===== src/rtl/inv_sbox_engine.sv =====
// Iterative InvSubBytes engine for the AES decryption path.
// A 128-bit state is taken over a valid/ready handshake, LANES bytes are
// replaced per cycle through a composite-field GF((2^4)^2) inverse S-box,
// and the finished state is handed back over a second valid/ready handshake.
// Optional build macro: INV_SBOX_PIPE_EN registers each lane between the
// GF(2^4) inverse stage and the inverse isomorphic map (one extra cycle).

// One byte lane: inverse affine -> iso map -> GF(2^4) inverse core -> inverse iso map
module inv_sbox_lane (
`ifdef INV_SBOX_PIPE_EN
  input  logic       clk,
`endif
  input  logic [7:0] din,
  output logic [7:0] dout
);
  typedef logic [7:0][7:0] mat_t;

  // GF((2^4)^2) built as t^2 + t + LAMBDA over GF(2^4) = GF(2)[x]/(x^4+x+1)
  localparam logic [3:0] LAMBDA = 4'hC;

  function automatic logic [3:0] gf4_mul(input logic [3:0] a, input logic [3:0] b);
    logic [3:0] p, t;
    p = '0;
    t = a;
    for (int i = 0; i < 4; i++) begin
      p = p ^ (t & {4{b[i]}});
      t = {t[2:0], 1'b0} ^ ({4{t[3]}} & 4'h3);
    end
    return p;
  endfunction

  function automatic logic [3:0] gf4_sq(input logic [3:0] a);
    return gf4_mul(a, a);
  endfunction

  // a^14 = a^-1 in GF(16); maps 0 to 0 as the S-box requires
  function automatic logic [3:0] gf4_inv(input logic [3:0] a);
    logic [3:0] a2, a4, a8;
    a2 = gf4_sq(a);
    a4 = gf4_sq(a2);
    a8 = gf4_sq(a4);
    return gf4_mul(gf4_mul(a2, a4), a8);
  endfunction

  // composite-field multiply, [7:4] is the t coefficient
  function automatic logic [7:0] gf8c_mul(input logic [7:0] a, input logic [7:0] b);
    logic [3:0] hh;
    hh = gf4_mul(a[7:4], b[7:4]);
    return {hh ^ gf4_mul(a[7:4], b[3:0]) ^ gf4_mul(a[3:0], b[7:4]),
            gf4_mul(hh, LAMBDA) ^ gf4_mul(a[3:0], b[3:0])};
  endfunction

  // GF(2) matrix-vector product; column i is m[i]
  function automatic logic [7:0] map8(input mat_t m, input logic [7:0] x);
    logic [7:0] r;
    r = '0;
    for (int i = 0; i < 8; i++) r = r ^ (m[i] & {8{x[i]}});
    return r;
  endfunction

  // Iso map columns are powers of a composite-field root of x^8+x^4+x^3+x+1,
  // found at elaboration so the map always agrees with LAMBDA and gf4_mul.
  function automatic mat_t calc_delta();
    mat_t             m;
    logic [8:0][7:0]  p;
    logic             found;
    m     = '0;
    p     = '0;
    found = 1'b0;
    for (int c = 2; c < 256; c++) begin
      if (!found) begin
        p[0] = 8'h01;
        for (int i = 1; i < 9; i++) p[i] = gf8c_mul(p[i-1], 8'(c));
        if ((p[8] ^ p[4] ^ p[3] ^ p[1] ^ p[0]) == 8'h00) begin
          found = 1'b1;
          for (int i = 0; i < 8; i++) m[i] = p[i];
        end
      end
    end
    return m;
  endfunction

  // Inverse map: column j is the byte whose image is the unit vector e_j
  function automatic mat_t calc_idelta(input mat_t d);
    mat_t       m;
    logic [7:0] y;
    m = '0;
    for (int v = 1; v < 256; v++) begin
      y = map8(d, 8'(v));
      for (int j = 0; j < 8; j++)
        if (y == (8'h01 << j)) m[j] = 8'(v);
    end
    return m;
  endfunction

  localparam mat_t DELTA  = calc_delta();
  localparam mat_t IDELTA = calc_idelta(DELTA);

  logic [7:0] a, c, q, q_r;
  logic [3:0] h, l, d, di;

  // inverse affine, map into the composite field and invert there
  always_comb begin
    a  = {din[6:0], din[7]} ^ {din[4:0], din[7:5]} ^ {din[1:0], din[7:2]} ^ 8'h05;
    c  = map8(DELTA, a);
    h  = c[7:4];
    l  = c[3:0];
    d  = gf4_mul(gf4_sq(h), LAMBDA) ^ gf4_mul(h, l) ^ gf4_sq(l);
    di = gf4_inv(d);
    q  = {gf4_mul(h, di), gf4_mul(h ^ l, di)};
  end

`ifdef INV_SBOX_PIPE_EN
  // mid-lane register; contents only matter once the engine writes them back
  always_ff @(posedge clk) q_r <= q;
`else
  assign q_r = q;
`endif

  assign dout = map8(IDELTA, q_r);
endmodule

// Top: state register, group counter and IDLE/RUN/DONE sequencing
module inv_sbox_engine #(
  parameter int LANES = 4
) (
  input  logic         clk,
  input  logic         rst,
  input  logic         in_valid,
  output logic         in_ready,
  input  logic [127:0] in_data,
  output logic         out_valid,
  input  logic         out_ready,
  output logic [127:0] out_data,
  output logic         busy
);
  localparam int NCYC = (LANES > 0) ? 16 / LANES : 1;
  localparam int CW   = (NCYC > 1) ? $clog2(NCYC) : 1;

  if (LANES < 1 || LANES > 16 || (16 % LANES) != 0) begin : g_bad_lanes
    $error("inv_sbox_engine: LANES=%0d must divide 16", LANES);
  end

  typedef enum logic [1:0] {IDLE, RUN, DONE} st_t;

  st_t                    st;
  logic [127:0]           sreg;
  logic [CW-1:0]          cnt;
  logic [3:0]             rd_base, wr_base;
  logic [LANES-1:0][7:0]  lin, lout;

`ifdef INV_SBOX_PIPE_EN
  // read group runs one cycle ahead of the write-back group (cnt)
  logic [CW-1:0] rd;
  logic          fill;
  assign rd_base = 4'(rd) * 4'(LANES);
`else
  assign rd_base = 4'(cnt) * 4'(LANES);
`endif
  assign wr_base  = 4'(cnt) * 4'(LANES);
  assign out_data = sreg;

  // byte k of the state lives at bits [(15-k)*8 +: 8], i.e. {~k,3'b000}
  for (genvar g = 0; g < LANES; g++) begin : g_lane
    logic [3:0] ri;
    assign ri     = rd_base + 4'(g);
    assign lin[g] = sreg[{~ri, 3'b000} +: 8];
    inv_sbox_lane u_lane (
`ifdef INV_SBOX_PIPE_EN
      .clk  (clk),
`endif
      .din  (lin[g]),
      .dout (lout[g])
    );
  end

  // control FSM with registered handshake outputs and in-place write-back
  always_ff @(posedge clk) begin
    if (rst) begin
      st        <= IDLE;
      sreg      <= '0;
      cnt       <= '0;
      in_ready  <= 1'b0;
      out_valid <= 1'b0;
      busy      <= 1'b0;
`ifdef INV_SBOX_PIPE_EN
      rd        <= '0;
      fill      <= 1'b0;
`endif
    end else begin
      case (st)
        IDLE: begin
          in_ready <= 1'b1;
          if (in_valid && in_ready) begin
            sreg     <= in_data;
            cnt      <= '0;
            in_ready <= 1'b0;
            busy     <= 1'b1;
            st       <= RUN;
`ifdef INV_SBOX_PIPE_EN
            rd       <= '0;
            fill     <= 1'b1;
`endif
          end
        end
        RUN: begin
`ifdef INV_SBOX_PIPE_EN
          rd <= (rd == CW'(NCYC - 1)) ? '0 : rd + 1'b1;
          if (fill) begin
            fill <= 1'b0;
          end else begin
`else
          begin
`endif
            for (int j = 0; j < LANES; j++)
              sreg[{~(wr_base + 4'(j)), 3'b000} +: 8] <= lout[j];
            if (cnt == CW'(NCYC - 1)) begin
              cnt       <= '0;
              out_valid <= 1'b1;
              st        <= DONE;
            end else begin
              cnt <= cnt + 1'b1;
            end
          end
        end
        DONE: begin
          if (out_ready) begin
            out_valid <= 1'b0;
            busy      <= 1'b0;
            in_ready  <= 1'b1;
            st        <= IDLE;
          end
        end
        default: st <= IDLE;
      endcase
    end
  end
endmodule


===== config.mk =====
export PLATFORM = sky130hd
export DESIGN_NAME = inv_sbox_engine
export DESIGN_NICKNAME = d
export VERILOG_FILES = /design/src/rtl/inv_sbox_engine.sv
export SDC_FILE = /design/constraint.sdc
export NUM_CORES = 1
export LEC_CHECK = 0
export CAP_MARGIN = 20
export CORE_ASPECT_RATIO = 0.7
export CORE_UTILIZATION = 62
export DETAILED_ROUTE_END_ITERATION = 12
export PLACE_DENSITY = 0.87
export SLEW_MARGIN = 15
export SYNTH_ARGS = -nofsm -noshare
export SYNTH_HDL_FRONTEND = slang
export SYNTH_SLANG_ARGS = --single-unit

===== constraint.sdc =====
create_clock -name clk -period 32 [get_ports clk]
set_clock_uncertainty 0.2 [all_clocks]
set_input_delay 9.6 -clock clk [delete_from_list [all_inputs] [get_ports clk]]
set_output_delay 9.6 -clock clk [all_outputs]
set_load 0.03 [all_outputs]

After elaboration in Yosys (flattened, before gate mapping)
Cells that the tools add are included.
Widths: inputs -> output; s select.
{"block": "word_totals", "regBits": 135, "in_bits": 132, "out_inout_bits": 131}
{"block": "classes", "n_addsub": 8, "eq_ne": 6, "shift": 12, "mux": 21, "bitwise": 464, "reduce_logical": 10}
{"operator": "$and 4x4->4", "n": 160}
{"operator": "$xor 4x4->4", "n": 136}
{"operator": "$bwmux 128", "n": 4}
{"operator": "$shift 8x9->128 const A", "n": 4}
{"operator": "$shiftx 128x8->8", "n": 4}
{"operator": "$shiftx 8x9->128", "n": 4}
{"operator": "$xor 4x2->4", "n": 96}
{"operator": "$pmux 128 s2", "n": 1}
{"operator": "$xor 8x8->8", "n": 24}
{"operator": "$mux 128", "n": 1}
{"operator": "$xor 8x6->8", "n": 12}
{"operator": "$xor 8x7->8", "n": 12}
{"operator": "$neg 7->9", "n": 4}
{"operator": "$xor 7x8->8", "n": 4}
{"operator": "$xor 8x2->8", "n": 4}
{"operator": "$xor 1x7->7", "n": 4}
{"operator": "$xor 1x6->6", "n": 4}
{"operator": "$not 4->4", "n": 4}
{"operator": "$mux 2", "n": 5}
{"operator": "$reduce_and 3->1", "n": 3}
{"operator": "$add 4x2->4 const B", "n": 2}
{"operator": "$not 2->2", "n": 4}
{"operator": "$ne 2x2->1 const B", "n": 3}
{"operator": "$pmux 1 s2", "n": 3}
{"operator": "11 further kinds", "n": 19}

Logic depth before layout (Yosys ltp)
Gate-level depths: netlist of the first run.
{"block": "logic_depth", "depth_word": 59, "mapped_depth": 43}

Hierarchy
A second synthesis of the first run with hierarchy kept.
{"block": "hier_totals", "cells_unflattened": 2355, "hier_area_um2": 19523.7}
{"module": "inv_sbox_lane", "n_inst": 4, "cells_per_inst": 384, "area_per_inst_um2": 3017.9, "seq_area_each_um2": 0.0}
{"module": "inv_sbox_engine", "n_inst": 1, "cells_per_inst": 819, "area_per_inst_um2": 7452.1, "seq_area_each_um2": 2702.6}

Least setup slack after synthesis of the first run
Ideal clock, no wire load.
{"block": "synth_timing", "path_kind": "in2reg", "from": "in in_valid", "to": "reg sreg[16], in the netlist out_data[16]", "setup_ns": 0.074, "t_arrival_ns": 10.728, "required_time_ns": 31.726, "setup_slack_ns": 20.998, "path_stages": 6, "n_path_buf": 3, "cell_sequence": "and3_1 > clkbuf_1 > clkbuf_1 > clkbuf_1 > nand3_1 > a31oi_1"}
{"block": "synth_between", "elab_chain_len": 3}
{"element": "start: declaration", "line": "129", "text": "input logic in_valid,"}
{"element": "$logic_and 1x1->1", "line": "194", "text": "if (in_valid && in_ready) begin"}
{"element": "$ne 2x2->1 (no source line)"}
{"element": "$reduce_and 2->1 (no source line)"}
{"element": "end signal: assignment", "line": "195", "text": "sreg <= in_data;"}
{"element": "end signal: indexed assignment", "line": "216", "text": "sreg[{~(wr_base + 4'(j)), 3'b000} +: 8] <= lout[j];"}
{"element": "end: declaration", "line": "147", "text": "logic [127:0] sreg;"}
Every way passes these cells.
A chain may end at the register's enable or synchronous reset.

Worst setup path in the final report of the first run
{"block": "layout_timing", "from": "reg cnt[0]", "to": "reg sreg[53], in the netlist out_data[53]"}
{"block": "layout_between", "elab_chain_len": 58, "word_cells_on_any_way": 488}
{"element": "start: declaration", "line": "148", "text": "logic [CW-1:0] cnt;"}
{"element": "start signal: assignment", "line": "222", "text": "cnt <= cnt + 1'b1;"}
{"element": "$add 4x1->4 or $not 4->4 (tied branches)", "line": "166, 216, 167"}
{"element": "$not 4->4 or $shiftx 128x8->8 (tied branches)", "line": "167, 216"}
{"element": "$shiftx 128x8->8 or $xor 8x8->8 (tied branches)", "line": "167, 104"}
{"element": "$xor 8x8->8", "line": "104", "text": "a = {din[6:0], din[7]} ^ {din[4:0], din[7:5]} ^ {din[1:0], din[7:2]} ^ 8'h05;"}
{"element": "$xor 8x8->8 (tied with other cells)", "line": "104"}
{"element": "$xor 1x6->6 (tied with other cells)", "line": "57", "text": "for (int i = 0; i < 8; i++) r = r ^ (m[i] & {8{x[i]}});"}
{"element": "$xor 8x7->8", "line": "57"}
{"element": "$xor 8x7->8 or $xor 8x6->8 (tied branches)", "line": "57"}
{"element": "[41 not listed]"}
{"element": "$xor 8x8->8 or $xor 8x2->8 (tied branches)", "line": "57"}
{"element": "$xor 8x2->8 or $xor 8x8->8 (tied branches)", "line": "57"}
{"element": "$xor 8x8->8 or $xor 8x6->8 (tied branches)", "line": "57"}
{"element": "$xor 8x6->8 or $shiftx 8x9->128 (tied branches)", "line": "57, 216"}
{"element": "$shiftx 8x9->128 or $bwmux 128 (tied branches)", "line": "216"}
{"element": "$bwmux 128 (2 in a row)", "line": "216"}
{"element": "$bwmux 128 *", "line": "216"}
{"element": "$pmux 128 s2 *", "line": "191", "text": "case (st)"}
Every way passes the cells marked *; elsewhere a longest branch is shown, timed or not.

==> out/results.tsv, run 1 <==
metric	value	unit
whs	287	ps
clkTransAtPathRegs	70	ps
start_util	63.6	%
grt_pass1_wl	100	mm
dp_slack	19750	ps
drive_gt1_share	9.01	%
post-cts-setup-buffers	0	
ys_warn_count	0	
status	finished, final reports clean	
drt_iter0_drc	2670	
syn_inst	2277	
numClockSinks	135	
synth_edf_count	0	
ctsResizeCount	0	
fmax	0.0794	GHz
slew_viol_final	0	
tightest_slew	1050	ps
dp_hpwl	47.4	mm
syn_area	0.0186	mm^2
r2r_setup_slack	19410	ps
ys_types	116	
crit_start	cnt[0]	
startpoint_type	flip-flop	
min_path_type	reg -> reg	
cpPeakStageDelay	780	ps
synth.cells.most_frequent	nor2_1, xnor2_1, nand2_1, dfxtp_1, nor3_1	
die_y	147	um
final_cells	2822	
synth_top_area_share	14.6	%
vias	19600	
grt_max_degree	79	
arrival	12650	ps
clk-insertion-delay-late	430	ps
viasPerCell	6.95	
cpMaxStageDelayCell	dfxtp_2	
setup_tns	0	ps
fp.coreArea	0.0291	mm^2
grt.overflow.total	0	
crit_end	out_data[53]	
synth.most_common_cell	nor2_1	
rsz0062_at_grt	false	
io_pins	263	
synthArstFlopShare	0	%
final_antenna_net_count	0	
min_period_over_period	39.3	%
post_drt_wl_per_cell	23.3	um
antenna_found_initial	1	
fillCellCount	2092	
yosysTopAreaCell	dfxtp_1	
routabilityCongestion	0.978	
synth_flop_cell	dfxtp_1	
htree_levels	4	
cts-root-buf	clkbuf_16	
row_count	52	
timing.final.ws_setup	19410	ps
end_kind	flip-flop	
max_cap_violations	0	
grt_pass1_vias	18300	
final_net_count	2618	
placed_cells	2783	
ys_top_cells_by_area	dfxtp_1, xnor2_1, xnor3_1, nor2_1, nand2_1	
port_buffers	262	
grt.total_usage	41.2	%
syn-num-nets	2465	
setup_viol	0	
routed_wl	65.7	mm
cts_buffer_depth	2	
hold_violations	0	
path_max_fanout	24	
path_class	reg -> reg	
r2r_start	cnt[0]	
die_w	209	um
ys_seq_area_share	14.6	%
firstDrtPassIters	6	
synth_area_per_cell	8.15	um^2
slew_headroom	29.7	%
cts_tree	done	
required	32060	ps
ys_ff_latch	135	
fin_crit	12590	ps
cts_buffers	17	
syn_to_final_growth	17.9	%
worst_r2r_endpoint	out_data[53]	
die-area	0.0306	mm^2
cts_hold_buf	0	
rr_worst_depth	34	
drc	0	
-- flip-flops by register name, indices dropped and copies added, names as in the netlist --
register / cells
cnt: 2
out_valid: 1
out_data: 128
busy: 1
in_ready: 1
st: 2
-- per-stage QoR --
stage,util (%),instance area (um^2)
after floorplan,-,18600
after global placement,72.5,21100
after detailed placement,72.5,21100
after CTS,74.5,21700
after global routing,75.0,21900
final,75.0,21900
-- layer usage --
metal / vias up / GRT usage [%] / wire, um
met4: 0 / 14.2 / 2100
met1: 9341 / 55.3 / 25400
met3: 211 / 12.7 / 9620
met2: 1427 / 62.6 / 28500
li1: 8636 / - / -
met5: - / 0 / 0
-- placed cells by master (no fill, tap or decap), types with 14 or more instances in the layout --
| cell | count |
|---|---|
| nand3_1 | 81 |
| xnor2_1 | 215 |
| o32ai_1 | 18 |
| and3_1 | 24 |
| nor4_1 | 18 |
| a31oi_1 | 36 |
| ha_1 | 56 |
| clkbuf_16 | 17 |
| o311ai_1 | 15 |
| xor2_1 | 82 |
| a221oi_1 | 58 |
| dfxtp_1 | 133 |
| a21oi_1 | 102 |
| clkdlybuf4s50_1 | 261 |
| and2_1 | 19 |
| a211o_1 | 17 |
| buf_4 | 20 |
| inv_1 | 46 |
| o21ai_0 | 48 |
| mux2i_1 | 48 |
| or3_1 | 38 |
| xnor3_1 | 45 |
| nor3_1 | 113 |
| nand2_1 | 215 |
| mux4_2 | 32 |
| nand4_1 | 23 |
| nor2_1 | 247 |
| xnor2_2 | 16 |
| nand3b_1 | 14 |
| nand2b_1 | 18 |
| o211ai_1 | 29 |
| a211oi_1 | 15 |
-- cell type report --
cell class | count | area, um^2 | area share (%)
Multi-Input combinational cell | 1930 | 15000 | 68.5
Timing Repair Buffer | 287 | 2900 | 13.3
Sequential cell | 135 | 2710 | 12.4
Tap cell | 378 | 473 | 2.16
Clock buffer | 22 | 454 | 2.08
Inverter | 59 | 223 | 1.02
Clock inverter | 10 | 121 | 0.555
Antenna cell | 1 | 2.50 | 0.0114
-- kinds of logic after synthesis --
logic type	Yosys count	share of synthesized area, %
buf+inv	212	5.17
mux	91	7.22
fa+ha+maj	60	3.99
simple gates	895	23.6
compound gates	483	19.3
flops	135	14.6
xor+xnor	401	26.1
-- worst min path at each step --
stage / start / end / slack [ps] / cells past startpoint
finish: out_data[48] / out_data[48] / 290 / 2
global route: out_data[29] / out_data[29] / 310 / 2
CTS: out_data[29] / out_data[29] / 290 / 2
detailed placement: out_data[29] / out_data[29] / 280 / 2
global placement: out_data[6] / out_data[6] / 270 / 2
floorplan: st[0] / out_valid / 300 / 2
-- worst max-delay path: cells and delay by family (launching register included) --
family                   cells  cell delay (ps)
multiplexers                 3             1540
buffers and inverters        1              460
AO/OA/AOI/OAI                7             1880
AND/OR/NAND/NOR              8             2040
flip-flops                   1              780
adder cells (fa/ha/maj)      3             1050
XOR/XNOR                    12             4440
Power of run 1 is not shown: default switching activity piles up to over one toggle a cycle in this logic, so the estimate is an artifact.
==> run 2: changes to the inputs <==
Settings changed: CORE_UTILIZATION 62 to 57, PLACE_DENSITY 0.87 to 0.81.
Clock period 32 ns to 11.9 ns, I/O delays scaled along.
==> run 2 against run 1 <==
Against the previous run:
- die area up 8.7%
- flip-flop and latch count unchanged
- via count down 0.60%
- hold slack better by 13 ps
- first-iteration DRC count down 8.6%
- sequential share of layout area down 0.11 points
- design area up 0.91%
- setup slack worse by 19000 ps
- count of clock-buffer cells in the layout down 1
- cell count up 2.3%
- core utilization down 5.1 points
==> out/results.tsv, run 2 (same netlist as run 1, synthesis figures left out) <==
metric	value	unit	change
rsz0062_at_grt	false		
fillCellCount	2441		+17%
drt_iter0_drc	2440		-8.6%
fin_crit	11290	ps	-1300 ps
numClockSinks	135		unchanged
rr_worst_depth	32		-5.9%
worst_r2r_endpoint	out_data[125]		
cpMaxStageDelayCell	dfxtp_2		
grt_pass1_wl	100	mm	about the same
routed_wl	66.2	mm	+0.78%
start_util	58.8	%	-4.9 points
row_count	54		+3.8%
slew_viol_final	0		unchanged
slew_headroom	32.4	%	+2.8 points
final_net_count	2641		+0.88%
cpPeakStageDelay	860	ps	+80 ps
end_kind	flip-flop		
die_w	218	um	+4.3%
min_path_type	reg -> reg		
min_period_over_period	94.9	%	+56 points
final_util	69.9	%	-5.1 points
cpMostUsedCell	xnor2_1		
path_class	reg -> reg		
setup_viol	0		unchanged
firstDrtPassIters	9		+3
hold_violations	0		unchanged
post_drt_wl_per_cell	22.9	um	-1.5%
setup_tns	0	ps	unchanged
routabilityCongestion	1.00		+2.4%
die-area	0.0333	mm^2	+8.7%
clkTransAtPathRegs	70	ps	about the same
layout_common_cells	clkdlybuf4s50_1, nor2_1, xnor2_1, nand2_1, dfxtp_1		
syn_to_final_growth	18.9	%	
largest_reg_flops	128		unchanged
io_pins	263		unchanged
cts_buffer_depth	2		unchanged
drc	0		unchanged
die_y	153	um	+4.2%
antenna_found_initial	2		+1
grt_max_degree	70		-11%
min_path_cells	2		unchanged
status	finished, final reports clean		
cts_buffers	17		unchanged
vias	19500		-0.60%
cts-root-buf	clkbuf_16		
drive_gt1_share	10.0	%	+1.0 points
grt.total_usage	38.1	%	-3.0 points
r2r_start	cnt[0]		
arrival	11470	ps	-1180 ps
required	12080	ps	-19980 ps
clk-insertion-delay-late	470	ps	+40 ps
dp_hpwl	48.4	mm	+2.0%
final_common_cell	clkdlybuf4s50_1		
htree_levels	4		unchanged
port_buffers	262		unchanged
min_to	out_data[22]		
grt.overflow.total	0		unchanged
max_cap_violations	0		unchanged
startpoint_type	flip-flop		
fmax	0.0886	GHz	+11%
path_max_fanout	22		-8.3%
final_antenna_net_count	0		unchanged
tightest_slew	1010	ps	-41.0 ps
worstHoldStart	out_data[22]		
grt_pass1_vias	17800		-2.7%
fp.coreArea	0.0316	mm^2	+8.3%
crit_start	cnt[0]		
cts_tree	done		
viasPerCell	6.75		-2.9%
r2r_setup_slack	610	ps	-18800 ps
run 2: layout make-up:
class | instances | area, um^2 | share of cell area [%]
Tap cell | 420 | 526 | 2.38
Clock buffer | 21 | 460 | 2.09
Sequential cell | 135 | 2710 | 12.3
Multi-Input combinational cell | 1930 | 15000 | 67.9
Clock inverter | 11 | 170 | 0.771
Antenna cell | 2 | 5.00 | 0.0227
Timing Repair Buffer | 310 | 2990 | 13.6
Inverter | 59 | 223 | 1.01
run 2: through the flow:
step / std cells / cell area [um^2] / hold WS, ps / worst slack [ps]
floorplan: 2277 / 18600 / 301 / 1690
global placement: 2853 / 21400 / 272 / 722
detailed placement: 2853 / 21400 / 283 / 468
CTS: 2885 / 22000 / 291 / 393
global route: 2888 / 22100 / 308 / 77.9
finish: 2888 / 22100 / 300 / 608
run 2: repair_timing:
item,in CTS,in global routing
endpoints found under the setup margin,0,51
gates resized for setup,0,4
setup buffers,0,1
hold buffers,0,0
run 2: critical path: cells and delay by family (launching register included):
kind	cells	cell delay [ps]
xor+xnor	15	5040
simple gates	7	1570
compound gates	5	1530
fa+ha+maj	3	1090
flops	1	860
mux	1	510
buf+inv	1	370
run 2: worst max path at each step:
stage | cells past startpoint | end | slack (ps)
after floorplan | 40 | out_data[52] | 1690
after global placement | 32 | out_data[120] | 720
after detailed placement | 32 | out_data[88] | 470
after CTS | 32 | out_data[120] | 390
after global routing | 34 | out_data[52] | 80
final | 32 | out_data[125] | 610
run 2: layer usage:
| layer | track usage (%) | vias to the layer above | share of wire, % |
|---|---|---|---|
| met1 | 53.6 | 9246 | 41 |
| met2 | 57.3 | 1395 | 43 |
| met4 | 13.5 | 0 | 2.8 |
| li1 | - | 8706 | - |
| met3 | 8.26 | 151 | 13 |
| met5 | 0 | - | 0 |
Power of run 2 is left out for the same reason.
